File: config.mk
export PLATFORM = sky130hd
export DESIGN_NAME = sprite_loader
export DESIGN_NICKNAME = d
export VERILOG_FILES = /design/src/rtl/sprite_loader_pkg.sv /design/src/rtl/sprite_hit_check.sv /design/src/rtl/sprite_loader.sv
export SDC_FILE = /design/constraint.sdc
export NUM_CORES = 1
export LEC_CHECK = 0
export ABC_AREA = 1
export CAP_MARGIN = 20
export CORE_MARGIN = 5
export CORE_UTILIZATION = 45
export DETAILED_ROUTE_END_ITERATION = 8
export GPL_TIMING_DRIVEN = 0
export PLACE_DENSITY = 0.81
export SETUP_SLACK_MARGIN = 0.2
export SYNTH_ARGS = -nofsm -noshare
export SYNTH_HDL_FRONTEND = slang
export SYNTH_HIERARCHICAL = 1
export SYNTH_SLANG_ARGS = --single-unit
File: constraint.sdc
create_clock -name clock -period 3 [get_ports clock]
set_input_delay 0.45 -clock clock [delete_from_list [all_inputs] [get_ports clock]]
set_output_delay 0.45 -clock clock [all_outputs]
set_load 0.05 [all_outputs]
File: src/rtl/sprite_loader_pkg.sv
// rtl/sprite_loader_pkg.sv - shared sprite types, loader FSM states and geometry helper
package sprite_loader_pkg;

  localparam int PAT_W    = 32;
  localparam int MAX_COLS = 3;

  typedef struct packed {
    logic [8:0] x;
    logic [7:0] y;
    logic [9:0] tile;
    logic [1:0] w;
    logic [1:0] h;
    logic [3:0] palette;
    logic       fg_prio;
    logic       bg_prio;
    logic       x_mirror;
    logic       y_mirror;
  } sprite_oam_t;

  typedef struct packed {
    logic [8:0] x;
    logic [1:0] w;
    logic [3:0] palette;
    logic       fg_prio;
    logic       bg_prio;
    logic       x_mirror;
  } sprite_conf_t;

  typedef struct packed {
    sprite_conf_t                 conf;
    logic [MAX_COLS*PAT_W-1:0]    pat;
  } sprite_reg_t;

  typedef enum logic [2:0] {
    S_IDLE,
    S_CLR,
    S_SCAN_RD,
    S_SCAN_CHK,
    S_FETCH,
    S_SEND
  } load_state_t;

  // Sprite height in pixel rows: h counts 8-row tiles.
  function automatic logic [4:0] sprite_span(input logic [1:0] h);
    return {h, 3'd0};
  endfunction

endpackage

File: src/rtl/sprite_hit_check.sv
// rtl/sprite_hit_check.sv - combinational row hit test and pattern row selection for one OAM entry
module sprite_hit_check
  import sprite_loader_pkg::*;
(
  input  logic [7:0]  row_i,
  input  sprite_oam_t oam_i,
  output logic        hit_o,
  output logic [4:0]  prow_o
);

  logic [7:0] d;
  logic [4:0] span;

  // Modular distance lets sprites near the bottom wrap onto the top rows.
  always_comb begin
    d      = row_i - oam_i.y;
    span   = sprite_span(oam_i.h);
    hit_o  = (oam_i.w != 2'd0) && (oam_i.h != 2'd0) && (d < {3'd0, span});
    prow_o = oam_i.y_mirror ? (span - 5'd1 - d[4:0]) : d[4:0];
  end

endmodule

File: src/rtl/sprite_loader.sv
// rtl/sprite_loader.sv - per-scanline OAM scan, pattern fetch and hand-off to the sprite unit chain
module sprite_loader
  import sprite_loader_pkg::*;
#(
  parameter int NUM_SPRITES  = 64,
  parameter int MAX_PER_LINE = 16,
  localparam int IDX_W       = $clog2(NUM_SPRITES),
  localparam int SENT_W      = $clog2(MAX_PER_LINE + 1)
) (
  input  logic              clock,
  input  logic              reset_l,
  input  logic              start_i,
  input  logic [7:0]        row_i,
  output logic [IDX_W-1:0]  oam_addr_o,
  input  sprite_oam_t       oam_rdata_i,
  output logic [12:0]       pat_addr_o,
  input  logic [PAT_W-1:0]  pat_rdata_i,
  output logic              clear_o,
  output sprite_reg_t       out_o,
  output logic              out_valid_o,
  input  logic              out_ack_i,
  output logic              done_o,
  output logic              overflow_o
);

  load_state_t       state_q, state_d;
  logic [7:0]        row_q, row_d;
  logic [IDX_W-1:0]  idx_q, idx_d;
  logic [SENT_W-1:0] sent_q, sent_d;
  logic [1:0]        c_q, c_d;
  logic [9:0]        tile_q, tile_d;
  logic [4:0]        prow_q, prow_d;
  sprite_reg_t       out_q, out_d;
  logic              done_q, done_d;
  logic              overflow_q, overflow_d;

  logic              hit;
  logic [4:0]        prow;
  logic              last_idx;
  logic [9:0]        tile_idx;

  sprite_hit_check u_hit (
    .row_i  (row_q),
    .oam_i  (oam_rdata_i),
    .hit_o  (hit),
    .prow_o (prow)
  );

  assign last_idx    = (idx_q == IDX_W'(NUM_SPRITES - 1));
  assign tile_idx    = tile_q + {3'd0, prow_q[4:3], 5'd0} + {8'd0, c_q};
  assign pat_addr_o  = {tile_idx, prow_q[2:0]};
  assign oam_addr_o  = idx_q;
  assign clear_o     = (state_q == S_CLR);
  assign out_valid_o = (state_q == S_SEND);
  assign out_o       = out_q;
  assign done_o      = done_q;
  assign overflow_o  = overflow_q;

  always_comb begin
    state_d    = state_q;
    row_d      = row_q;
    idx_d      = idx_q;
    sent_d     = sent_q;
    c_d        = c_q;
    tile_d     = tile_q;
    prow_d     = prow_q;
    out_d      = out_q;
    done_d     = done_q;
    overflow_d = overflow_q;

    if (start_i) begin
      state_d    = S_CLR;
      row_d      = row_i;
      idx_d      = '0;
      sent_d     = '0;
      overflow_d = 1'b0;
      done_d     = 1'b0;
    end else begin
      unique case (state_q)
        S_IDLE: ;
        S_CLR:     state_d = S_SCAN_RD;
        S_SCAN_RD: state_d = S_SCAN_CHK;
        S_SCAN_CHK: begin
          if (!hit) begin
            if (last_idx) begin
              state_d = S_IDLE;
              done_d  = 1'b1;
            end else begin
              idx_d   = idx_q + 1'b1;
              state_d = S_SCAN_RD;
            end
          end else if (sent_q == SENT_W'(MAX_PER_LINE)) begin
            overflow_d = 1'b1;
            done_d     = 1'b1;
            state_d    = S_IDLE;
          end else begin
            tile_d                = oam_rdata_i.tile;
            prow_d                = prow;
            c_d                   = 2'd0;
            out_d                 = '0;
            out_d.conf.x          = oam_rdata_i.x;
            out_d.conf.w          = oam_rdata_i.w;
            out_d.conf.palette    = oam_rdata_i.palette;
            out_d.conf.fg_prio    = oam_rdata_i.fg_prio;
            out_d.conf.bg_prio    = oam_rdata_i.bg_prio;
            out_d.conf.x_mirror   = oam_rdata_i.x_mirror;
            state_d               = S_FETCH;
          end
        end
        S_FETCH: begin
          // Read data trails the address by one cycle, so column c-1 lands while c is issued.
          for (int k = 0; k < MAX_COLS; k++) begin
            if (c_q == 2'(k + 1)) out_d.pat[k*PAT_W +: PAT_W] = pat_rdata_i;
          end
          if (c_q == out_q.conf.w) state_d = S_SEND;
          else                     c_d     = c_q + 2'd1;
        end
        S_SEND: begin
          if (out_ack_i) begin
            sent_d = sent_q + 1'b1;
            if (last_idx) begin
              state_d = S_IDLE;
              done_d  = 1'b1;
            end else begin
              idx_d   = idx_q + 1'b1;
              state_d = S_SCAN_RD;
            end
          end
        end
        default: state_d = S_IDLE;
      endcase
    end
  end

  always_ff @(posedge clock or negedge reset_l) begin
    if (!reset_l) begin
      state_q    <= S_IDLE;
      row_q      <= '0;
      idx_q      <= '0;
      sent_q     <= '0;
      c_q        <= '0;
      tile_q     <= '0;
      prow_q     <= '0;
      out_q      <= '0;
      done_q     <= 1'b0;
      overflow_q <= 1'b0;
    end else begin
      state_q    <= state_d;
      row_q      <= row_d;
      idx_q      <= idx_d;
      sent_q     <= sent_d;
      c_q        <= c_d;
      tile_q     <= tile_d;
      prow_q     <= prow_d;
      out_q      <= out_d;
      done_q     <= done_d;
      overflow_q <= overflow_d;
    end
  end

endmodule

Word level (Yosys, flattened, before mapping)
Cells that the tools add are included.
{"block": "classes", "n_addsub": 8, "mux": 35, "order_cmp": 1, "n_bitwise": 2, "reduce_logical": 22, "eq_ne": 22}
{"operator": "$mux W96", "count": 2}
{"operator": "$pmux W96 S2", "count": 1}
{"operator": "$mux W32", "count": 3}
{"operator": "$mux W6", "count": 4}
{"operator": "$mux W5", "count": 4}
{"operator": "$reduce_and A5 Y1", "count": 4}
{"operator": "$pmux W3 S6", "count": 1}
{"operator": "$reduce_bool A2 Y1", "count": 8}
{"operator": "$mux W3", "count": 5}
{"operator": "$ne A2 B2 Y1 const B", "count": 7}
{"operator": "$pmux W6 S2", "count": 1}
{"operator": "$reduce_and A3 Y1", "count": 4}
{"operator": "$add A10 B2 Y10", "count": 1}
{"operator": "$add A10 B7 Y10", "count": 1}
{"operator": "$lt A8 B5 Y1", "count": 1}
{"operator": "$mux W1", "count": 8}
{"operator": "$mux W2", "count": 4}
{"operator": "$sub A8 B8 Y8", "count": 1}
{"operator": "$add A6 B1 Y6 const B", "count": 1}
{"operator": "$eq A3 B2 Y1 const B", "count": 2}
{"operator": "$eq A3 B3 Y1 const B", "count": 2}
{"operator": "$eq A6 B6 Y1 const B", "count": 1}
{"operator": "$ne A3 B3 Y1 const B", "count": 2}
{"operator": "$add A5 B1 Y5 const B", "count": 1}
{"operator": "18 further kinds", "count": 21}
{"block": "word_totals", "out_inout_bits": 137, "register_bits": 155, "in_bits": 83, "elab_cells": 108}

Depth between registers and ports, before layout
Gate-level depths: netlist of run 1.
{"block": "depth", "depth_word": 6, "mapped_depth": 23, "ltp_nobuf": 23}

Cells and area by module
Netlist of run 1, hierarchy kept.
{"mod": "sprite_loader", "seq_area_each_um2": 3878.7, "instances": 1, "area_per_inst_um2": 8070.2, "cells_per_inst": 825}
{"mod": "sprite_hit_check", "seq_area_each_um2": 0.0, "instances": 1, "area_per_inst_um2": 499.2, "cells_per_inst": 88}

Worst setup path before layout of run 1
No wires, ideal clock.
{"block": "synth_timing", "kind": "input -> register", "startpoint": "input oam_rdata_i[22] (netlist bit)", "endpoint": "register out_q (netlist bit out_o[10])", "t_arrival_ns": 2.988, "n_path_buf": 1, "setup_slack_ns": -0.105, "setup_ns": 0.117, "t_required_ns": 2.883, "cell_stages": 22, "cell_sequence": "ha_1 fa_1 inv_1 nand3_1 nand3_1 xnor2_1 inv_1 ha_1 inv_1 or2_2 nand2_1 a21oi_1 nand2_1 nor2_2 inv_1 nor2_1 nand3_4 nand2_8 nand2_8 buf_12 nand2_4 nand2_2"}
{"block": "synth_via", "elab_chain_cells": 5}
{"element": "from (decl)", "line_no": "sprite_loader.sv:15", "rtl": "input sprite_oam_t oam_rdata_i,"}
{"element": "$sub A8 B8 Y8", "line_no": "sprite_hit_check.sv:16", "rtl": "d = row_i - oam_i.y;"}
{"element": "$lt A8 B5 Y1", "line_no": "sprite_hit_check.sv:18", "rtl": "hit_o = (oam_i.w != 2'd0) && (oam_i.h != 2'd0) && (d < {3'd0, span});"}
{"element": "$logic_and A1 B1 Y1", "line_no": "sprite_hit_check.sv:18"}
{"element": "named net hit", "line_no": "sprite_loader.sv:37", "rtl": "logic hit;"}
{"element": "$ne A2 B2 Y1 (no line)"}
{"element": "$reduce_and A5 Y1 (no line)"}
{"element": "to (signal assigned)", "line_no": "sprite_loader.sv:155", "rtl": "out_q <= out_d;"}
{"element": "to (decl)", "line_no": "sprite_loader.sv:33", "rtl": "sprite_reg_t out_q, out_d;"}
The timed path passes the listed nets, and every way through them passes these cells.
A chain may end at the register's enable or synchronous reset.

Final worst setup path of run 1
{"block": "layout_timing", "startpoint": "register row_q[0]", "endpoint": "register out_q (netlist bit out_o[53])"}
{"block": "layout_via", "elab_chain_cells": 5}
{"element": "from (decl)", "line_no": "sprite_loader.sv:27", "rtl": "logic [7:0] row_q, row_d;"}
{"element": "from (signal assigned)", "line_no": "sprite_loader.sv:149", "rtl": "row_q <= row_d;"}
{"element": "$sub A8 B8 Y8", "line_no": "sprite_hit_check.sv:16"}
{"element": "$lt A8 B5 Y1", "line_no": "sprite_hit_check.sv:18"}
{"element": "$logic_and A1 B1 Y1", "line_no": "sprite_hit_check.sv:18"}
{"element": "named net hit", "line_no": "sprite_loader.sv:37"}
{"element": "$ne A2 B2 Y1 (no line)"}
{"element": "$reduce_and A5 Y1 (no line)"}
The timed path passes the listed nets, and every way through them passes these cells.

==> impl_metrics.yaml, run 1 <==
cts:
  cts_tree: "yes"
  numClockSinks: 155
  clkTransAtPathRegs_ns: 0.07
  root_buffer: "clkbuf_16"
  clk_latency_ns: 0.42
  cts.path.max_buffers: 2
  numCtsBuffers: 17
  htree_num_levels: 4
timing:
  rsz0062_at_grt: "true"
  fmax_mhz: 308
  fin_crit_sh_pct: 108
  finalClockSkew_ns: 0.0108
  slew_viol_final: 0
  fin_ws_ns: -0.242
  setup_viol: 132
  report.final.hold_viol_count: 0
  worst_pin_slew_ns: 0.605
  min_period_ns: 3.24
  slew_headroom_pct: 59.6
floorplan:
  row_count: 50
  dieWidth_um: 148
  core_area_um2: 18700
  dieArea_um2: 21900
  die_h_um: 148
  io_pins: 220
  start_util_pct: 45.8
place:
  gp_congestion: 0.829
  place.port_buffers: 217
  preCtsSetupSlack_ns: -0.830
  hpwlAfterDp_um: 17100
  place_inst: 1365
synth:
  ys_ff_latch: 155
  synth.distinct_cells: 33
  syn_avg_cell_area_um2: 9.39
  ys_seq_area_share_pct: 45.3
  yosys_warnings: 6
  syn_inst: 913
  syn_nets: 1018
  syn_area_um2: 8570
worst_setup_path:
  cp.arrival_ns: 3.55
  endpoint_kind: "flip-flop"
  cp-start-kind: "flip-flop"
  crit_required_ns: 3.31
  worst-path-max-fanout: 8
  critPathKind: "reg -> reg"
status:
  violations: "negative setup slack"
  status: "complete, but fails checks"
drt:
  avgRoutedWirePerCell_um: 17.8
  num_vias: 7514
  drt_iter0_markers: 417
  drc: 0
  wl_um: 25700
  viasPerCell: 5.20
  final_antenna_net_count: 0
  dr.pass1.iters: 5
pwr:
  ir_drop_mv: 0.392
  total_power_mw: 5.55
  p_leak_nw: 6.06
  power_density_nw_per_um2: 437
global_route:
  met1_usage_pct: 27.9
  use_met3_pct: 5.86
  grt.busiest_layer: "met2"
  grt_use_total_pct: 22.5
  grt_max_degree: 81
  grt_overflow: 0
  grt_util_met2_pct: 39.1
  grt_pass1_wl_um: 39800
  grt_pass1_vias: 7619
  antenna_found_initial: 0
flow_run:
  cap_violations: 0
finish:
  fin_nets: 1304
  areaGrowthSynthToFinish_pct: 48.3
  final_layout_size_suffix_gt1_share_pct: 33.7
  diodes: 0
  final_cells: 1446
worst_hold_path:
  hold_path_class: "in -> async"
-- cell type report --
type	count	area [µm²]
buffer	57	468
clock buffer	17	425
clock inverter	15	140
fill	1410	6000
inverter	56	220
multi-input combinational	645	4410
sequential	155	3880
tap	234	293
timing repair buffer	267	2880
-- synth_stat cells --
cell type | number | share of area [%]
inv_4 | 1 | 0.073
nand3_1 | 29 | 1.7
clkbuf_2 | 1 | 0.058
inv_2 | 4 | 0.18
ha_1 | 20 | 2.9
xor2_1 | 8 | 0.82
fa_1 | 2 | 0.47
xnor2_1 | 7 | 0.72
nand3_2 | 1 | 0.12
nor2_2 | 3 | 0.22
nand2_1 | 227 | 9.9
nor3b_1 | 1 | 0.088
buf_4 | 7 | 0.61
or2_2 | 2 | 0.15
nand4_1 | 104 | 7.6
o21ai_1 | 1 | 0.058
nand3_4 | 2 | 0.41
dfrtp_1 | 155 | 45
nand2_4 | 90 | 12
clkbuf_1 | 26 | 1.1
nand2_8 | 4 | 0.93
nor3_1 | 1 | 0.058
a21oi_1 | 5 | 0.29
buf_2 | 9 | 0.53
nor2_1 | 24 | 1.1
a21oi_2 | 1 | 0.10
nand2_2 | 93 | 6.8
buf_1 | 5 | 0.22
or2_4 | 3 | 0.31
o21ai_0 | 15 | 0.88
nand3b_1 | 2 | 0.18
inv_1 | 51 | 2.2
buf_12 | 9 | 2.1
-- worst paths after layout --
check / startpoint / end / slack (ns) / cells past startpoint
setup / recovery: row_q[0] / out_o[53] / -0.24 / 23
hold / removal: reset_l / out_o[25] / 0.006 / 1
setup reg to reg: row_q[0] / out_o[53] / -0.24 / 23
hold reg to reg: out_o[107] / out_o[107] / 0.48 / 2
max in group asynchronous: reset_l / out_o[69] / 2.15 / 2
min in group clock: start_i / oam_addr_o[4] / 0.40 / 4
-- through the flow --
stage / instance area, µm² / hold slack, ns / TNS, ns / utilization, %
floorplan: 8620 / 0.154 / 0 / -
global placement: 11100 / 0.457 / -876.01 / 59.2
detailed placement: 11100 / 0.461 / -105.59 / 59.4
CTS: 12400 / 0.0283 / -15.40 / 66.0
global route: 12700 / 0.0538 / -45.50 / 67.9
finish: 12700 / 0.00586 / -22.24 / 67.9
-- flip-flops by register name (all words and copies together), names as in the netlist, 2 cells and up --
register    flops
prow_q          5
sent_q          5
tile_q         10
row_q           8
oam_addr_o      6
state_q         3
out_o         114
c_q             2
-- kinds of logic (layout without fill, tap and decap cells) --
kind of cell             Yosys count  in the layout  share of synthesized area, %
AO/OA/AOI/OAI                     22             22                          1.33
XOR/XNOR                          15             15                          1.53
adder cells (fa/ha/maj)           22             22                          3.39
buffers and inverters            113            412                          7.14
flip-flops                       155            155                          45.3
AND/OR/NAND/NOR                  586            586                          41.3
-- cells in the final DEF, fill, tap and decap left out, types with 5 or more instances in the layout --
cell type / instances
buf_1: 5
buf_12: 13
buf_16: 7
buf_2: 7
buf_4: 19
buf_6: 21
buf_8: 8
clkbuf_1: 25
clkbuf_16: 22
clkdlybuf4s50_1: 206
dfrtp_1: 155
ha_1: 18
inv_1: 46
inv_2: 8
nand2_1: 155
nand2_2: 151
nand2_4: 104
nand3_1: 26
nand4_1: 104
nor2_1: 22
o21ai_0: 11
o21ai_1: 5
xnor2_1: 6
xor2_1: 8
-- power by group --
group	switching, mW	internal [mW]	total [mW]	leakage, nW
combinational	0.715	0.451	1.17	3.66
sequential	0.0954	2.18	2.28	2.12
clock	0.947	1.16	2.11	0.278
total	1.76	3.79	5.55	6.06
-- what timing repair did --
action,4_1_cts,5_1_grt
endpoints found under the setup margin,148,147
buffers inserted,24,10
resized for setup,110,71
pin swaps,27,23
cloned,11,4
hold buffers,0,0
-- per-layer routing --
layer / vias up / part of all wire (%)
li1: 3537 / -
met1: 3654 / 40
met2: 286 / 50
met3: 37 / 8.3
met4: 0 / 1.8
met5: - / 0
-- worst max-delay path: stages (launching register included) --
cell and delay, ns:
dfrtp_1 0.36, inv_2 0.06, ha_4 0.15, fa_2 0.35, inv_2 0.07, nand3_2 0.06, nand3_2 0.09, xnor2_2 0.12
inv_1 0.06, ha_1 0.21, nor3_2 0.23, nand2_2 0.07, a21oi_2 0.10, nand2_1 0.07, nor2_2 0.13, inv_2 0.06
nor2_4 0.11, nand3_4 0.13, nand2_8 0.14, buf_12 0.13, nand2_8 0.11, clkbuf_16 0.20, nand2_4 0.05, nand2_2 0.04
No activity file was read; power rests on OpenSTA's default activity.
==> run 2: changes to the inputs <==
Settings changed: ABC_AREA 1 to not set, CORE_UTILIZATION 45 to 43.
==> impl_metrics.yaml, run 2 <==
status:
  status: "complete, but fails checks"
  violations: "negative setup slack"
pwr:
  swShare_pct: 32.4
  internal_power_mw: 4.25
  power_density_nw_per_um2: 534
  p_leak_nw: 5.27
  seqPwrFrac_pct: 37.9
  total_power_mw: 6.28
  ir_drop_mv: 0.611
  p_comb_share_pct: 27.8
  p_clk_share_pct: 34.3
  p_switching_mw: 2.03
floorplan:
  core_area_um2: 16500
  die_h_um: 140
  dieArea_um2: 19500
  io_pins: 220
  start_util_pct: 43.8
  dieWidth_um: 140
  row_count: 47
synth:
  synth.top_cell.area_share_pct: 53.6
  syn_area_um2: 7230
  yosys_warnings: 6
  yosys-top-cells-area: "dfrtp_1 54%, mux2_2 20%, ha_1 3.5%"
  ys_seq_area_share_pct: 53.6
  syn_avg_cell_area_um2: 13.3
  syn_inst: 545
  yosys_most_used_dff: "dfrtp_1"
  synth.distinct_cells: 52
  ys_ff_latch: 155
  synth-edff-count: 0
  ys_top_cells_by_count: "155 x dfrtp_1, 131 x mux2_2, 32 x and2_1"
  synth_area_leader_cell: "dfrtp_1"
  yosysMostFrequentCell: "dfrtp_1"
  syn_nets: 650
  async_flop_share_pct: 100
timing:
  rsz0062_at_grt: "true"
  fin_ws_ns: -0.586
  whs_ns: 0.0269
  slew_headroom_pct: 57.4
  report.final.hold_viol_count: 0
  worst_pin_slew_ns: 0.639
  min_period_ns: 3.59
  slew_viol_final: 0
  setup_viol: 139
  finalClockSkew_ns: 0.00985
  fmax_mhz: 279
  fin_crit_sh_pct: 120
drt:
  drc: 0
  dr.pass1.iters: 4
  final_antenna_net_count: 0
  avgRoutedWirePerCell_um: 20.5
  drt_iter0_markers: 287
  viasPerCell: 5.18
  num_vias: 5502
  wl_um: 21800
worst_setup_path:
  slowest_delay_ns: 0.37
  endpoint_kind: "flip-flop"
  worst-path-max-fanout: 8
  critPathKind: "reg -> reg"
  cpLargestDelayFamily: "simple AND/OR/NAND/NOR gates"
  worstPathCellList: "inv_2, ha_4, fa_2, nor2b_4, o31a_1, a21oi_2, ha_1, inv_1, o22ai_2, or3_4, nor4_4, and4b_2, nand2b_4, a21oi_4, buf_12, clkbuf_16, mux2_4"
  crit_required_ns: 3.30
  worst-path-buf-inv: 4
  cp-start-kind: "flip-flop"
  cp.arrival_ns: 3.89
  cp_slowest_cell: "fa_2"
global_route:
  grt_pass1_vias: 6031
  grt_max_degree: 94
  grt_overflow: 0
  grt_use_total_pct: 21.4
  antenna_found_initial: 0
  grt_pass1_wl_um: 33500
cts:
  root_buffer: "clkbuf_16"
  numCtsBuffers: 17
  clk_latency_ns: 0.42
  clkTransAtPathRegs_ns: 0.07
  cts.path.max_buffers: 2
  cts_tree: "yes"
  numClockSinks: 155
  htree_num_levels: 4
finish:
  post-route-util_pct: 71.3
  fin_nets: 934
  largest_register_ffs: 114
  final_cell_mix: "205 x clkdlybuf4s50_1, 153 x dfrtp_1, 129 x mux2_4"
  diodes: 0
  multi_input_area_um2: 3720
  register_area_um2: 3880
  final_layout_size_suffix_gt1_share_pct: 33.8
  mostFrequentLayoutCell: "clkdlybuf4s50_1"
  areaGrowthSynthToFinish_pct: 62.8
  fill_cells: 1040
worst_hold_path:
  hold_path_class: "in -> async"
place:
  preCtsSetupSlack_ns: -1.44
  hpwlAfterDp_um: 14100
  place.port_buffers: 217
  gp_congestion: 0.814
flow_run:
  cap_violations: 0
run 2: cell count changes after synthesis, moves of 24 or more:
cell | before | now
nand4_1 | 104 | 2
nand2_2 | 93 | 0
inv_1 | 51 | 20
mux2_2 | 0 | 131
and2_1 | 0 | 32
nand3_1 | 29 | 5
nand2_4 | 90 | 0
nand2_1 | 227 | 16
run 2: power groups by stage:
stage	logic (mW)	clock network, mW	registers, mW
after floorplan	0.838	0	2.62
after global placement	1.60	0	2.40
after detailed placement	1.63	0	2.41
after CTS	1.65	2.19	2.38
after global routing	1.86	2.29	2.40
final	1.75	2.15	2.38
run 2: path summary, 6_finish.rpt:
kind	startpoint	to	cells past startpoint	slack [ns]
min reg2reg	out_o[6]	out_o[6]	1	0.51
min	reset_l	out_o[22]	1	0.03
max	row_q[0]	out_o[68]	17	-0.59
max reg2reg	row_q[0]	out_o[68]	17	-0.59
min in group clock	out_o[6]	out_o[6]	1	0.51
max in group asynchronous	reset_l	out_o[78]	2	2.12
run 2: final cells by class:
cell class,instances,area share (%)
Sequential cell,155,33.0
Multi-Input combinational cell,341,31.6
Timing Repair Buffer,265,24.3
Clock buffer,20,3.79
Buffer,29,3.21
Tap cell,220,2.34
Clock inverter,12,1.19
Inverter,20,0.637
run 2: metrics by stage:
step                      instance area (µm²)  cells  setup TNS (ns)
after floorplan                          7610    545          -53.38
after global placement                  10100    982         -868.32
after detailed placement                10100    983         -186.81
after CTS                               11400   1043          -86.32
after global routing                    11800   1062         -101.94
final                                   11800   1062          -75.74
run 2: what timing repair did:
action	4_1_cts	5_1_grt
setup buffers	20	15
hold buffers	0	0
pin swaps	10	14
endpoints found under the setup margin	150	147
cloned	8	4
gates resized for setup	100	54
run 2: routing by layer:
metal / track usage, % / routed length, µm / vias up
li1: - / - / 2481
met1: 27.0 / 9060 / 2751
met2: 36.1 / 10800 / 243
met3: 6.55 / 1690 / 27
met4: 5.25 / 261 / 0
met5: 0 / 0 / -
run 2: worst register-to-register path, stage by stage (launching register included):
cell and delay (ns):
dfrtp_1 0.36, inv_2 0.06, ha_4 0.15, fa_2 0.37, nor2b_4 0.14, o31a_1 0.16, a21oi_2 0.05, ha_1 0.29
inv_1 0.07, o22ai_2 0.07, or3_4 0.34, nor4_4 0.18, and4b_2 0.31, nand2b_4 0.11, a21oi_4 0.16, buf_12 0.17
clkbuf_16 0.17, mux2_4 0.31
run 2: cells by family (layout without fill, tap and decap cells):
family | after synthesis | count (layout) | share of synthesized area [%]
flops | 155 | 155 | 53.6
xor+xnor | 22 | 22 | 2.66
mux | 141 | 141 | 21.9
compound gates | 48 | 48 | 4.55
fa+ha+maj | 22 | 22 | 4.01
buf+inv | 49 | 346 | 4.36
simple gates | 108 | 108 | 8.91
